**src/rtl/ldstr_queue_ctrl.sv**
```systemverilog
// Load/store reservation queue control.
// Circular-buffer allocator over DEPTH entries. It drives one-hot write, clear
// and load-data strobes into the RS entries. A head-of-queue FSM owns the
// data-memory handshake.
//
// Ports:
//   clk, flush              clock; synchronous active-high reset / pipeline flush
//   alloc / alloc_tag       dispatch request, tag of the written entry (= tail)
//   full, empty, count      occupancy state
//   squash, squash_tag      roll back to squash_tag (youngest survivor)
//   head_ready, head_is_load  head entry status
//   head_tag, head_done     head pointer, head memory access complete
//   retire                  pop head (ignored unless head_done)
//   dmem_req/read/resp      data-memory handshake
//   issue_we/clr/ld_mem_val per-entry strobes (combinational, same cycle)
//
// Memory FSM:
//   state | meaning
//   IDLE  | no access outstanding; wait for a ready head
//   REQ   | request held to dmem for the head entry
//   DONE  | head access finished; waiting for retire
//   DRAIN | flush hit an in-flight access; swallow its response
module ldstr_queue_ctrl #(
  parameter int DEPTH = 8,
  parameter int PTR_W = $clog2(DEPTH)
) (
  input  logic             clk,
  input  logic             flush,
  input  logic             alloc,
  output logic [PTR_W-1:0] alloc_tag,
  output logic             full,
  output logic             empty,
  output logic [PTR_W:0]   count,
  input  logic             squash,
  input  logic [PTR_W-1:0] squash_tag,
  input  logic             head_ready,
  input  logic             head_is_load,
  output logic [PTR_W-1:0] head_tag,
  output logic             head_done,
  input  logic             retire,
  output logic             dmem_req,
  output logic             dmem_read,
  input  logic             dmem_resp,
  output logic [DEPTH-1:0] issue_we,
  output logic [DEPTH-1:0] issue_clr,
  output logic [DEPTH-1:0] issue_ld_mem_val
);

  typedef enum logic [1:0] {IDLE, REQ, DONE, DRAIN} mem_state_t;

  localparam logic [PTR_W:0]   FULL_CNT = (PTR_W+1)'(DEPTH);
  localparam logic [PTR_W:0]   ONE_CNT  = (PTR_W+1)'(1);
  localparam logic [PTR_W-1:0] ONE_PTR  = PTR_W'(1);

  mem_state_t       state;
  logic [PTR_W-1:0] head;
  logic [PTR_W-1:0] tail;
  logic [PTR_W:0]   cnt;
  logic             req_q;
  logic             read_q;
  logic [PTR_W-1:0] keep_off;
  logic [PTR_W-1:0] offs;
  logic             retire_ok;
  logic             alloc_ok;

  assign count     = cnt;
  assign full      = (cnt == FULL_CNT);
  assign empty     = (cnt == '0);
  assign head_tag  = head;
  assign alloc_tag = tail;
  assign head_done = (state == DONE);
  assign dmem_req  = req_q;
  assign dmem_read = req_q & read_q;

  // flush and squash both mask normal alloc/retire for the cycle
  assign retire_ok = ~flush & ~squash & retire & head_done;
  assign alloc_ok  = ~flush & ~squash & alloc & (~full | retire_ok);

  // distance from head to the youngest surviving entry
  assign keep_off = squash_tag - head;

  always_comb begin
    issue_we         = '0;
    issue_clr        = '0;
    issue_ld_mem_val = '0;
    offs             = '0;
    if (!flush) begin
      if (squash) begin
        // clear occupied entries whose age offset lies beyond the survivor
        for (int i = 0; i < DEPTH; i++) begin
          offs = PTR_W'(i) - head;
          if ((offs > keep_off) && ({1'b0, offs} < cnt))
            issue_clr[i] = 1'b1;
        end
      end else begin
        if (alloc_ok)  issue_we[tail]  = 1'b1;
        if (retire_ok) issue_clr[head] = 1'b1;
      end
      if (state == REQ && dmem_resp)
        issue_ld_mem_val[head] = dmem_read;
    end
  end

  always_ff @(posedge clk) begin
    if (flush) begin
      head <= '0;
      tail <= '0;
      cnt  <= '0;
    end else if (squash) begin
      tail <= squash_tag + ONE_PTR;
      cnt  <= {1'b0, keep_off} + ONE_CNT;
    end else begin
      if (alloc_ok)  tail <= tail + ONE_PTR;
      if (retire_ok) head <= head + ONE_PTR;
      if (alloc_ok && !retire_ok)      cnt <= cnt + ONE_CNT;
      else if (!alloc_ok && retire_ok) cnt <= cnt - ONE_CNT;
    end
  end

  always_ff @(posedge clk) begin
    if (flush) begin
      // an access already on the bus must be allowed to complete
      if (state == REQ || state == DRAIN) begin
        state <= DRAIN;
        req_q <= 1'b1;
      end else begin
        state <= IDLE;
        req_q <= 1'b0;
      end
    end else begin
      case (state)
        IDLE: if (!empty && head_ready) begin
          state  <= REQ;
          req_q  <= 1'b1;
          read_q <= head_is_load;
        end
        REQ: if (dmem_resp) begin
          state <= DONE;
          req_q <= 1'b0;
        end
        DONE: if (retire_ok) state <= IDLE;
        DRAIN: if (dmem_resp) begin
          state <= IDLE;
          req_q <= 1'b0;
        end
        default: begin
          state <= IDLE;
          req_q <= 1'b0;
        end
      endcase
    end
  end

endmodule

```
**config.mk**
```make
export PLATFORM = sky130hd
export DESIGN_NAME = ldstr_queue_ctrl
export DESIGN_NICKNAME = d
export VERILOG_FILES = /design/src/rtl/ldstr_queue_ctrl.sv
export SDC_FILE = /design/constraint.sdc
export NUM_CORES = 1
export LEC_CHECK = 0
export ABC_AREA = 1
export CORE_ASPECT_RATIO = 1.25
export CORE_UTILIZATION = 30
export CTS_CLUSTER_SIZE = 30
export DETAILED_ROUTE_END_ITERATION = 16
export GPL_TIMING_DRIVEN = 0
export PLACE_DENSITY = 0.64
export REMOVE_ABC_BUFFERS = 1
export SYNTH_ARGS = -nofsm -noshare
export SYNTH_HDL_FRONTEND = slang
export SYNTH_SLANG_ARGS = --single-unit
export TNS_END_PERCENT = 30
```
**constraint.sdc**
```tcl
create_clock -name clk -period 2.4 [get_ports clk]
set_input_delay 0.36 -clock clk [delete_from_list [all_inputs] [get_ports clk]]
set_output_delay 0.36 -clock clk [all_outputs]
set_load 0.02 [all_outputs]
```
==> qor.yml <==
status: "finished, violations left"
violations: "setup timing"
power_frac_comb: 0.621
fin_crit_sh: 1.19
p_int_mw: 0.796
synth_common_cells: "nand2_1, nor2_1, inv_1"
cts_root_buffer: "clkbuf_8"
die_y_um: 96.5
synthFlopType: "dfxtp_1"
hold_path.class: "primary input to register"
die_x_um: 77.6
clock_latency_ps: 240
fin_cells: 470
swShare: 0.471
grt_pass1_vias: 2178
final.fill_count: 722
num-nets-final: 428
yosys_warnings: 0
cts.path.max_buffers: 2
drc: 0
tns_ps: -4050
synth-edff-count: 4
yosysSeqAreaShare: 0.150
critPathLaunchType: "register"
syn_area_per_cell_um2: 6.45
leakage_nw: 1.45
timing.final.ws_setup_ps: -454
grt_antenna_before_repair: 0
finClkSkew_ps: 2.61
drv_slew: 0
detail_route.wl_per_cell_um: 12.6
worst_ep_arrival_time_ps: 2490
h-tree-depth: 1
finalSetupViolations: 12
grt_max_degree: 18
track_usage: 0.162
core_mm2: 0.00693
wirelength_mm: 5.92
clock.fmax_mhz: 350
ir_drop_v: 0.000275
rows: 34
max_cap_viol_count: 0
via_per_inst: 4.86
yosysUniqueCellTypes: 36
ys_ff_latch: 14
drtAntennaViolNets: 0
maxSlewHeadroom: 0.733
dieArea_mm2: 0.00748
pwr-share-clk: 0.132
yosys-top-cells-area: "ha_1, nand2_1, dfxtp_1"
place_inst: 463
yosysMostFrequentCell: "nand2_1"
cts.sinks: 14
port_buffers: 49
pwr_density_cell_mw_per_mm2: 527
power.switching_mw: 0.708
cts_buffers: 3
syn_area_mm2: 0.00214
netlist.area_leader.share: 0.199
ioPinCount: 50
grt_pass1_wl_mm: 9.67
finalCriticalPeriod_ps: 2850
worstMarginPinSlew_ps: 400
finalInstanceArea_mm2: 0.00285
antenna_cells: 0
hold_depth: 2
end_kind: "output port"
via_count: 2285
dp_slack_ps: -1390
netlist_instances: 332
syn_to_final_growth_pct: 33.1
r2r_cells: 12
drive_above_1_share: 0.184
worstSetupPathType: "register to output port"
place_area_mm2: 0.00270
async_flop_share: 0
yosys.area.top_type: "ha_1"
p_total_mw: 1.50
place.gp.congestion: 0.825
grt_overflow: 0
rsz0062_at_grt: "yes"
path_clk_slew_ps: 60
timing_hold_violations_final: 0
critPathRequiredTime_ps: 2040
seqPwrFrac: 0.247
dr.first_iter.drc_count: 78
dp_hpwl_mm: 4.57
cts_tree: "yes"
path_max_fanout: 4
initial_core_util: 0.309
dr.pass1.iters: 4
[metrics by stage]
step | util | hold WS [ps]
after floorplan | - | 422
after global routing | 0.411 | 537
after CTS | 0.405 | 565
after detailed placement | 0.389 | 573
after global placement | 0.389 | 569
final | 0.411 | 527
[worst paths after layout]
check,slack (ps),from,endpoint
setup / recovery,-450,head_tag[0],issue_clr[5]
hold / removal,530,flush,count[1]
setup reg to reg,370,count[3],count[3]
hold reg to reg,580,count[1],count[1]
[power groups by stage]
stage | logic (mW) | clock network [mW] | registers, mW
2_1_floorplan | 0.570 | 0 | 0.397
3_3_place_gp | 0.845 | 0 | 0.380
3_5_place_dp | 0.864 | 0 | 0.383
4_1_cts | 0.913 | 0.202 | 0.371
5_1_grt | 1.06 | 0.212 | 0.382
6_report | 0.934 | 0.198 | 0.372
[per-layer routing]
layer,up-vias,wire (um),GRT usage
li1,1178,-,-
met1,1063,2490,0.177
met2,30,3170,0.316
met3,14,79,0.0103
met4,0,189,0.0802
met5,-,0,0
[worst max-delay path, cell delays in order (launching register included)]
cell and delay, ps:
dfxtp_4 380, ha_4 150, inv_4 30, fa_2 560
inv_4 70, ha_1 310, nand2_1 60, nand2_1 70
a21oi_1 70, nor3_2 240, nor2_1 60, nor2_1 100
buf_4 160
[state kept, by name (all words and copies together), names as in the netlist]
name       flops
count          4
alloc_tag      3
head_tag       3
state          2
dmem_req       1
read_q         1
[layout make-up]
cell class	count	area (um2)	area share
inverters	50	205	0.0720
well taps	90	113	0.0395
repair buffers	52	484	0.170
multi-input cells	260	1680	0.588
flip-flops and latches	14	329	0.115
clock buffers	4	45.0	0.0158
[layout by cell type (no fill, tap or decap), types with 3 or more instances in the layout]
master / count
nand2_1: 76
nor2_1: 42
inv_1: 37
ha_1: 31
clkdlybuf4s50_1: 25
nand3_1: 22
o21ai_0: 16
a21oi_1: 14
buf_4: 9
dlymetal6s2s_1: 8
nor3_1: 7
inv_2: 7
dfxtp_1: 7
a21oi_2: 5
inv_4: 5
nand4_1: 4
nand3_4: 4
nor2_2: 4
edfxtp_1: 4
buf_2: 4
nand2_2: 3
xor2_1: 3
nor2_4: 3
ha_4: 3
clkbuf_8: 3
clkbuf_2: 3
[repair_timing]
action,in CTS,in global routing
hold buffers,0,0
buffers inserted,2,1
gates resized for setup,85,27
pin swaps,9,10
endpoints found under the setup margin,27,25
[kinds of logic (layout without fill, tap and decap cells)]
group,count (synthesis),count (layout),synth area share
simple gates,171,171,0.372
buf+inv,58,106,0.113
compound gates,50,50,0.136
fa+ha+maj,36,36,0.217
flops,14,14,0.150
xor+xnor,3,3,0.0123
(Power assumes the default switching activity.)
